===== src/rtl/pipeline_hazard_controller.sv =====
// Hazard and sequencing control for the 5-stage pipeline: per-register stall/flush,
// PC load enable and redirect source, halt tracking and saturating perf counters.
module pipeline_hazard_controller #(
  parameter int unsigned CNT_W = 16
) (
  input  logic             clk,
  input  logic             reset_n,
  input  logic [1:0]       rs_ID,
  input  logic [1:0]       rt_ID,
  input  logic             use_rs_ID,
  input  logic             use_rt_ID,
  input  logic             d_readM_EX,
  input  logic             RegWrite_EX,
  input  logic [1:0]       write_reg_addr_EX,
  input  logic             mispredict_EX,
  input  logic             jump_ID,
  input  logic             i_ready,
  input  logic             d_req_MEM,
  input  logic             d_ready,
  input  logic             is_halted_WB,
  output logic             pc_write,
  output logic [1:0]       redirect_sel,
  output logic             stall_IF_ID,
  output logic             stall_ID_EX,
  output logic             stall_EX_MEM,
  output logic             stall_MEM_WB,
  output logic             flush_IF_ID,
  output logic             flush_ID_EX,
  output logic             flush_EX_MEM,
  output logic             flush_MEM_WB,
  output logic             halted,
  output logic [CNT_W-1:0] stall_cycles,
  output logic [CNT_W-1:0] redirect_count
);

  typedef enum logic [1:0] {RUN, DWAIT, HALT} state_t;

  state_t           r_state, w_state_nxt;
  logic             r_squash, w_squash_nxt;
  logic             r_halted;
  logic [CNT_W-1:0] r_stall_cnt, r_redir_cnt;

  logic w_halt_trig, w_dwait, w_loaduse, w_redirect, w_count_stall;

  assign w_halt_trig = (r_state == HALT) | is_halted_WB;
  assign w_dwait     = d_req_MEM & ~d_ready;
  assign w_loaduse   = d_readM_EX & RegWrite_EX &
                       ((use_rs_ID & (rs_ID == write_reg_addr_EX)) |
                        (use_rt_ID & (rt_ID == write_reg_addr_EX)));

  always_comb begin
    pc_write     = 1'b0;
    redirect_sel = 2'd0;
    stall_IF_ID  = 1'b0;
    stall_ID_EX  = 1'b0;
    stall_EX_MEM = 1'b0;
    stall_MEM_WB = 1'b0;
    flush_IF_ID  = 1'b0;
    flush_ID_EX  = 1'b0;
    flush_EX_MEM = 1'b0;
    flush_MEM_WB = 1'b0;
    w_redirect   = 1'b0;
    w_state_nxt  = RUN;
    w_squash_nxt = r_squash;
    if (reset_n) begin
      if (w_halt_trig) begin
        {stall_IF_ID, stall_ID_EX, stall_EX_MEM, stall_MEM_WB} = '1;
        w_state_nxt = HALT;
      end else if (w_dwait) begin
        // EX is frozen here, so a pending mispredict is simply seen again on release.
        {stall_IF_ID, stall_ID_EX, stall_EX_MEM} = '1;
        flush_MEM_WB = 1'b1;
        w_state_nxt  = DWAIT;
      end else if (mispredict_EX) begin
        flush_IF_ID  = 1'b1;
        flush_ID_EX  = 1'b1;
        pc_write     = 1'b1;
        redirect_sel = 2'd1;
        w_redirect   = 1'b1;
        if (!i_ready) w_squash_nxt = 1'b1;
      end else if (w_loaduse) begin
        stall_IF_ID = 1'b1;
        flush_ID_EX = 1'b1;
      end else if (jump_ID) begin
        flush_IF_ID  = 1'b1;
        pc_write     = 1'b1;
        redirect_sel = 2'd2;
        w_redirect   = 1'b1;
        if (!i_ready) w_squash_nxt = 1'b1;
      end else if (!i_ready) begin
        flush_IF_ID = 1'b1;
      end else if (r_squash) begin
        flush_IF_ID  = 1'b1;
        w_squash_nxt = 1'b0;
      end else begin
        pc_write = 1'b1;
      end
    end
  end

  assign w_count_stall = ~pc_write & ~w_halt_trig;

  always_ff @(posedge clk) begin
    if (!reset_n) begin
      r_state     <= RUN;
      r_squash    <= 1'b0;
      r_halted    <= 1'b0;
      r_stall_cnt <= '0;
      r_redir_cnt <= '0;
    end else begin
      r_state  <= w_state_nxt;
      r_squash <= w_squash_nxt;
      if (w_halt_trig) r_halted <= 1'b1;
      if (w_count_stall && (r_stall_cnt != '1)) r_stall_cnt <= r_stall_cnt + 1'b1;
      if (w_redirect && (r_redir_cnt != '1)) r_redir_cnt <= r_redir_cnt + 1'b1;
    end
  end

  assign halted         = r_halted;
  assign stall_cycles   = r_stall_cnt;
  assign redirect_count = r_redir_cnt;

endmodule

===== config.mk =====
export PLATFORM = sky130hd
export DESIGN_NAME = pipeline_hazard_controller
export DESIGN_NICKNAME = d
export VERILOG_FILES = /design/src/rtl/pipeline_hazard_controller.sv
export SDC_FILE = /design/constraint.sdc
export NUM_CORES = 1
export LEC_CHECK = 0
export BUFFER_PORTS_ARGS = -buffer_cell sky130_fd_sc_hd__buf_2
export CORE_MARGIN = 3
export CORE_UTILIZATION = 29
export DETAILED_ROUTE_END_ITERATION = 12
export PLACE_DENSITY = 0.57
export RECOVER_POWER = 25
export SLEW_MARGIN = 20
export SYNTH_ARGS = -nofsm -noshare
export SYNTH_HDL_FRONTEND = slang
export SYNTH_SLANG_ARGS = --single-unit

===== constraint.sdc =====
create_clock -name clk -period 1.7 [get_ports clk]
set_input_delay 0.085 -clock clk [delete_from_list [all_inputs] [get_ports clk]]
set_output_delay 0.085 -clock clk [all_outputs]
set_load 0.005 [all_outputs]

# Yosys cells after proc, flatten, opt, wreduce, memory -nomap -nowiden

Cells that the tools add are included.

Logic and storage cells: 83
Register bits: 36

Add/subtract/negate cells: 2
Equality and inequality tests: 6
Bitwise operators: 13
Reduce and logical (&&, ||, !) cells: 5
Muxes and demuxes: 51

Operators with widths:

| kind                                                             | count |
|---|---|
| 1-bit 2-to-1 mux                                                 | 44 |
| 16-bit by 1-bit adder with 16-bit output (second input constant) | 2 |
| 16-bit != test (second input constant)                           | 2 |
| 2-bit 2-to-1 mux                                                 | 7 |
| 1-bit bitwise AND                                                | 6 |
| 1-bit NOT                                                        | 5 |
| 2-bit equality test                                              | 2 |
| 4-bit AND reduction                                              | 1 |
| 3-bit nonzero test                                               | 1 |
| 2-bit equality test (second input constant)                      | 1 |
| 1-bit logical AND                                                | 2 |
| 2-bit != test (second input constant)                            | 1 |
| 1-bit OR                                                         | 2 |
| 2-bit OR reduction                                               | 1 |

# Logic depth before layout (Yosys ltp)

Gate-level depths: netlist of run 1.

Word-level depth: 12
Depth in mapped cells: 9
Gate-level depth less buffers: 7

# Least setup slack after synthesis of run 1

No wires, ideal clock.

Path kind: reg-to-reg
From: register r_stall_cnt[0] (netlist: stall_cycles[0])
To: register r_stall_cnt[4] (netlist: stall_cycles[4])
Setup slack: -0.122 ns
Stages on the path, launching flop included: 9
Data required time: 1.585 ns
Data arrival time: 1.707 ns
Clock period less this slack: 1.822 ns
Cell sequence: dfxtp_1 ha_1 nand4_1 or4_1 o211ai_2 buf_6 buf_4 nor3_1 o21a_1

Word-level cells in the longest chain between the ends: 2
Elaborated cells between the ends (all ways): 3
Classes of those cells: add/sub (1); eq/ne (1); reduce/logical (1)

RTL lines:

| what                                                                                             | line | text |
|---|---|---|
| start, declared                                                                                  | 41   | `logic [CNT_W-1:0] r_stall_cnt, r_redir_cnt;` |
| start signal, assigned                                                                           | 114  | `if (w_count_stall && (r_stall_cnt != '1)) r_stall_cnt <= r_stall_cnt + 1'b1;` |
| parallel branches: the longest is 2 deep, another holds 16-bit by 1-bit adder with 16-bit output | --   |  |

Parallel ways; which one is timed is not known.
A chain may end at the register's enable or synchronous reset.

# Final worst setup path of run 1

From: register r_redir_cnt[12] (netlist: redirect_count[12])
To: register r_redir_cnt[3] (netlist: redirect_count[3])

Word-level cells in the longest chain between the ends: 2

RTL lines:

| what                   | line | text |
|---|---|---|
| start, declared        | 41   |  |
| start signal, assigned | 115  | `if (w_redirect && (r_redir_cnt != '1)) r_redir_cnt <= r_redir_cnt + 1'b1;` |
| 16-bit != test         | 115  |  |
| 1-bit logical AND      | 115  |  |

No other way between the ends.

==> results.sh, run 1 <==
export IMPL_synth_flop_cell="dfxtp_1"
export IMPL_final_cells=444
export IMPL_peakVddDrop_v=0.000506
export IMPL_grt_pass1_vias=2137
export IMPL_power_share_combinational=0.141
export IMPL_grt_max_degree=16
export IMPL_core_rowCount=29
export IMPL_intPower_mw=1.43
export IMPL_drive_gt1_frac=0.496
export IMPL_grt_total_usage=0.149
export IMPL_syn_num_nets=262
export IMPL_syn_avg_cell_area_um2=8.12
export IMPL_clk_pin_slew_ns=0.08
export IMPL_worstSetupPathType="reg2reg"
export IMPL_p_clk_frac=0.401
export IMPL_final_hold_viol_count=0
export IMPL_pin_count=62
export IMPL_worst_r2r_path_depth=6
export IMPL_p_seq_frac=0.458
export IMPL_cap_violations=0
export IMPL_violations="setup timing"
export IMPL_setup_tns_ns=-0.308
export IMPL_gp_congestion=0.828
export IMPL_fmax_mhz=568
export IMPL_wire_per_inst_um=13.0
export IMPL_antenna_found_initial=0
export IMPL_synth_cells=242
export IMPL_core_um2=6460
export IMPL_p_per_area_nw_per_um2=599
export IMPL_first_pass_iters=4
export IMPL_status="complete, but fails checks"
export IMPL_clk_latency_ns=0.29
export IMPL_hold_path_class="in2reg"
export IMPL_crit_fanout=5
export IMPL_synth_commonest_cells="dfxtp_1, nor2_1, nand2_1"
export IMPL_endpoint_kind="flip-flop"
export IMPL_cp_data_required_time_ns=1.93
export IMPL_worstPathArrival_ns=1.99
export IMPL_synthTopCellsByArea="dfxtp_1, nor2_1, xnor2_1"
export IMPL_clock_sinks=36
export IMPL_ys_types=48
export IMPL_fin_crit_ns=1.76
export IMPL_synth_seq_cells=36
export IMPL_dp_hpwl_mm=4.35
export IMPL_power_leakage_nw=1.33
export IMPL_power_mw=1.89
export IMPL_yosys_area_top_type_share=0.367
export IMPL_whs_path_depth=2
export IMPL_finalWirelength_mm=5.75
export IMPL_drc_errors=0
export IMPL_area_growth_pct=61.0
export IMPL_yosysMostFrequentCell="dfxtp_1"
export IMPL_fp_dieH_um=88.3
export IMPL_fillers=660
export IMPL_p_sw_mw=0.468
export IMPL_setup_worst_path_start_class="flip-flop"
export IMPL_dp_cells=429
export IMPL_htreeDepth=2
export IMPL_drt_vias_per_instance=4.94
export IMPL_drtIter0Drc=62
export IMPL_nets=386
export IMPL_skew_ns=0.0104
export IMPL_syn_cell_area_um2=1960
export IMPL_slew_violations=0
export IMPL_swShare=0.247
export IMPL_fin_crit_sh=1.04
export IMPL_port_buffers=60
export IMPL_postRouteAntennaNets=0
export IMPL_initial_core_util=0.304
export IMPL_layout_cell_area_non_filler_um2=3160
export IMPL_post_route_util=0.490
export IMPL_yosysTopAreaCell="dfxtp_1"
export IMPL_synth_seq_area_share=0.367
export IMPL_cts_root_buffer="clkbuf_8"
export IMPL_cts_tree="yes"
export IMPL_worst_slack_ns=-0.0596
export IMPL_fp_dieW_um=88.3
export IMPL_grt_pass1_wl_mm=9.45
export IMPL_grt_setup_unrepaired="true"
export IMPL_synth_edf_count=0
export IMPL_num_vias=2193
export IMPL_post_dp_cell_area_um2=2790
export IMPL_clock_path_buffers=2
export IMPL_cts_made_buffers=5
export IMPL_setup_viol=10
export IMPL_ys_async_sr_fraction=0
export IMPL_antennaDiodeCount=0
export IMPL_grt_ovfl_total=0
export IMPL_synth_warnings=0
export IMPL_dieArea_um2=7800
[through the flow]
stage,hold WS [ns],worst slack [ns]
floorplan,0.162,-0.0100
global placement,0.305,-0.0956
detailed placement,0.309,-0.0951
CTS,0.0101,-0.0554
global route,0.0153,-0.166
finish,0.00549,-0.0596
[kinds of logic (layout without fill, tap and decap cells)]
family / Yosys count / after routing / synth area share
muxes: 5 / 5 / 0.0255
buffers and inverters: 17 / 142 / 0.0427
other: 1 / 1 / 0.00191
adders and majority gates: 2 / 2 / 0.0127
xor gates and xnor gates: 16 / 16 / 0.0713
AOI/OAI and AO/OA: 39 / 39 / 0.129
and+or+nand+nor: 126 / 126 / 0.350
DFF: 36 / 36 / 0.367
[routing by layer]
| layer | global-route usage | vias to the layer above | part of all wire |
|---|---|---|---|
| met1 | 0.194 | 1020 | 0.45 |
| met2 | 0.249 | 49 | 0.50 |
| met5 | 0 | - | 0 |
| met3 | 0.0307 | 6 | 0.038 |
| met4 | 0.0440 | 0 | 0.0090 |
| li1 | - | 1118 | - |
[registers in the layout, summed over array words and instances, names as in the netlist]
name	count
stall_cycles	16
halted	1
r_squash	1
r_state	2
redirect_count	16
[power groups by stage]
| stage | sequential, mW | clock (mW) | combinational, mW |
|---|---|---|---|
| finish | 0.867 | 0.760 | 0.267 |
| global route | 0.869 | 0.814 | 0.294 |
| global placement | 0.887 | 0 | 0.221 |
| CTS | 0.866 | 0.777 | 0.252 |
| floorplan | 0.889 | 0 | 0.119 |
| detailed placement | 0.887 | 0 | 0.225 |
[layout make-up]
| type | instances | area [um^2] | area share |
|---|---|---|---|
| clock buffer | 6 | 72.6 | 0.0230 |
| clock inverter | 2 | 35.0 | 0.0111 |
| inverter | 7 | 26.3 | 0.00831 |
| multi-input combinational | 189 | 1390 | 0.438 |
| sequential | 36 | 737 | 0.233 |
| tap | 77 | 96.3 | 0.0305 |
| timing repair buffer | 127 | 810 | 0.256 |
[worst paths after layout]
path	start	to	slack [ns]
max	redirect_count[12]$_SDFFE_PN0P_	redirect_count[3]$_SDFFE_PN0P_	-0.06
min	is_halted_WB	r_state[0]$_SDFF_PP0_	0.005
max reg2reg	redirect_count[12]$_SDFFE_PN0P_	redirect_count[3]$_SDFFE_PN0P_	-0.06
min reg2reg	halted$_SDFFE_PN0P_	halted$_SDFFE_PN0P_	0.45
[cells in the final DEF, fill, tap and decap left out, drive strengths merged, types with 2 or more instances in the layout]
cell type,synthesis,final
buf,5,120
dfxtp,36,36
nor2,27,27
nand2,24,24
nand3,13,13
clkbuf,5,13
a21oi,12,12
xnor2,11,11
nand4,9,9
inv,7,7
nor4,7,7
o21ai,7,7
nor3,7,7
xor2,5,5
or3,5,5
mux2i,5,5
and3,5,5
or4,5,5
nand2b,5,5
o21a,4,4
nor4b,4,4
o31ai,4,4
and2,3,3
or2,3,3
nand4b,2,2
nor2b,2,2
a31oi,2,2
o21bai,2,2
a211oi,2,2
and3b,2,2
ha,2,2
[critical path, cell delays in order, from the launching register on]
cell      delay (ns)
dfxtp_1         0.34
nand4_1         0.14
or4_4           0.56
nand3b_1        0.22
nor2_1          0.14
nand4_1         0.13
mux2i_1         0.17
[timing repair]
action                     4_1_cts  5_1_grt
cloned                           1        0
hold buffers                     0        0
resized for setup               21       39
setup buffers                    6        1
setup endpoints to repair       23       30
pin swaps                       14       16
(Power assumes the default switching activity.)
==> inputs of run 2 (changes only) <==
--- a/config.mk
+++ b/config.mk
@@ -6,10 +6,11 @@
 export NUM_CORES = 1
 export LEC_CHECK = 0
 export BUFFER_PORTS_ARGS = -buffer_cell sky130_fd_sc_hd__buf_2
+export CORE_ASPECT_RATIO = 1.5
 export CORE_MARGIN = 3
-export CORE_UTILIZATION = 29
+export CORE_UTILIZATION = 46
 export DETAILED_ROUTE_END_ITERATION = 12
-export PLACE_DENSITY = 0.57
+export PLACE_DENSITY = 0.81
 export RECOVER_POWER = 25
 export SLEW_MARGIN = 20
 export SYNTH_ARGS = -nofsm -noshare
==> run 2 against run 1 <==
Against the previous run:
- the flow still finishes with violations (setup timing)
- die area down 35%
- clock-buffer cell count up 1
- clock skew down 0.0033 ns
- worst setup slack worse by 0.11 ns
- critical path depth unchanged
- via count up 9.5%
- first-iteration DRC count rose to 3.0 times the previous value
- sequential share of layout area down 0.21 points
- global-route usage up 10 points
- utilization up 31 points
- sequential cell count unchanged
- critical path type unchanged
- critical endpoint is now redirect_count[11]$_SDFFE_PN0P_
- highest routed layer unchanged
==> results.sh, run 2 (same netlist as run 1, synthesis figures left out) <==
export IMPL_status="complete, but fails checks"
export IMPL_violations="setup timing"
export IMPL_slew_violations=0
export IMPL_port_buffers=60
export IMPL_fp_dieW_um=59.4
export IMPL_area_growth_pct=64.1
export IMPL_cp_slowest_cell="or4_4"
export IMPL_grt_total_usage=0.250
export IMPL_gp_congestion=0.900
export IMPL_pin_count=62
export IMPL_critPathMaxStageDelay_ns=0.57
export IMPL_p_per_area_nw_per_um2=614
export IMPL_worstReg2RegStart="redirect_count[7]$_SDFFE_PN0P_"
export IMPL_hold_end="r_state[0]$_SDFF_PP0_"
export IMPL_num_vias=2401
export IMPL_power_leakage_nw=1.36
export IMPL_dp_hpwl_mm=4.38
export IMPL_max_slew_margin_rel=0.628
export IMPL_cp_num_buf_inv=0
export IMPL_clk_latency_ns=0.29
export IMPL_worst_r2r_path_depth=6
export IMPL_hold_path_class="in2reg"
export IMPL_drtIter0Drc=184
export IMPL_final_cells=410
export IMPL_core_um2=4030
export IMPL_r2r_slack_ns=-0.17
export IMPL_worstSetupPathType="reg2reg"
export IMPL_final_common_cell="buf_2"
export IMPL_worst_pin_slew_ns=0.556
export IMPL_ctsHoldBuffers=0
export IMPL_fin_crit_sh=1.10
export IMPL_nets=384
export IMPL_clk_pin_slew_ns=0.07
export IMPL_setup_viol=19
export IMPL_finalWirelength_mm=6.88
export IMPL_cts_root_buffer="clkbuf_8"
export IMPL_path_cells="nand4_1 > or4_4 > and3b_2 > nand2_2 > o21ai_0 > a21oi_2"
export IMPL_grt_pass1_vias=2264
export IMPL_cp_data_required_time_ns=1.92
export IMPL_initial_core_util=0.488
export IMPL_core_rowCount=28
export IMPL_min_delay_start="is_halted_WB"
export IMPL_cts_made_buffers=5
export IMPL_crit_fanout=3
export IMPL_fp_dieH_um=86.0
export IMPL_mostFrequentLayoutCells="buf_2, buf_4, nor2_1"
export IMPL_top_usage_layer="met2"
export IMPL_crit_family="simple AND/OR/NAND/NOR gates"
export IMPL_grt_setup_unrepaired="true"
export IMPL_dp_cells=391
export IMPL_first_pass_iters=4
export IMPL_cap_violations=0
export IMPL_final_hold_viol_count=0
export IMPL_clock_sinks=36
export IMPL_antenna_found_initial=0
export IMPL_drt_vias_per_instance=5.86
export IMPL_worstPathArrival_ns=2.09
export IMPL_worst_slack_ns=-0.170
export IMPL_cts_tree="yes"
export IMPL_grt_pass1_wl_mm=10.1
export IMPL_grtUsageMet2=0.470
export IMPL_whs_path_depth=2
export IMPL_wire_per_inst_um=16.8
export IMPL_fmax_mhz=535
export IMPL_drive_gt1_frac=0.529
export IMPL_fin_crit_ns=1.87
export IMPL_use_met1=0.272
export IMPL_use_met3=0.0467
export IMPL_postRouteAntennaNets=0
export IMPL_grt_max_degree=14
export IMPL_whs_ns=0.0418
export IMPL_dieArea_um2=5110
export IMPL_endpoint_kind="flip-flop"
export IMPL_htreeDepth=2
export IMPL_setup_worst_path_start_class="flip-flop"
export IMPL_peakVddDrop_v=0.000858
export IMPL_skew_ns=0.00712
export IMPL_clock_path_buffers=2
export IMPL_r2r_end="redirect_count[11]$_SDFFE_PN0P_"
export IMPL_drc_errors=0
export IMPL_grt_ovfl_total=0
export IMPL_antennaDiodeCount=0
run 2: layout make-up:
type	count	area, um^2
multi-input cells	190	1460
fillers	251	806
inverters	7	26.3
flip-flops and latches	36	744
repair buffers	124	806
well taps	45	56.3
clock buffers	7	96.3
clock inverters	1	30.0
run 2: metal layers:
layer	up-vias	wire (um)	share of wire
met5	-	0	0
met4	0	235	0.034
met3	25	414	0.060
met2	99	3800	0.55
met1	1157	2430	0.35
li1	1120	-	-
run 2: repair_timing:
action / 4_1_cts / 5_1_grt
pin swaps: 12 / 30
endpoints found under the setup margin: 23 / 33
gates cloned: 1 / 0
buffers inserted: 4 / 6
resized for setup: 32 / 37
run 2: power breakdown:
group	switching (mW)	internal, mW	leakage, nW	total [mW]
clock	0.315	0.518	0.0645	0.833
combinational	0.146	0.133	0.996	0.279
sequential	0.0119	0.855	0.299	0.867
run 2: worst max-delay path by stage:
stage	from	end	slack [ns]	depth (start not counted)
6_report	redirect_count[7]$_SDFFE_PN0P_	redirect_count[11]$_SDFFE_PN0P_	-0.17	6
5_1_grt	redirect_count[7]$_SDFFE_PN0P_	redirect_count[11]$_SDFFE_PN0P_	-0.20	6
4_1_cts	stall_cycles[1]$_SDFFE_PN0P_	stall_cycles[4]$_SDFFE_PN0P_	-0.03	7
3_5_place_dp	write_reg_addr_EX[1]	stall_cycles[8]$_SDFFE_PN0P_	-0.13	7
3_3_place_gp	write_reg_addr_EX[1]	stall_cycles[3]$_SDFFE_PN0P_	-0.07	8
2_1_floorplan	stall_cycles[6]$_SDFFE_PN0P_	stall_cycles[4]$_SDFFE_PN0P_	-0.01	7
run 2: metrics by stage:
stage | area, um^2 | worst slack, ns | total power, mW | setup TNS (ns) | util
2_1_floorplan | 2000 | -0.0100 | 1.01 | -0.0114 | -
3_3_place_gp | 2700 | -0.0694 | 1.10 | -0.480 | 0.670
3_5_place_dp | 2700 | -0.126 | 1.11 | -1.13 | 0.670
4_1_cts | 3010 | -0.0339 | 1.96 | -0.156 | 0.746
5_1_grt | 3220 | -0.195 | 2.06 | -2.57 | 0.800
6_report | 3220 | -0.170 | 1.98 | -1.05 | 0.800
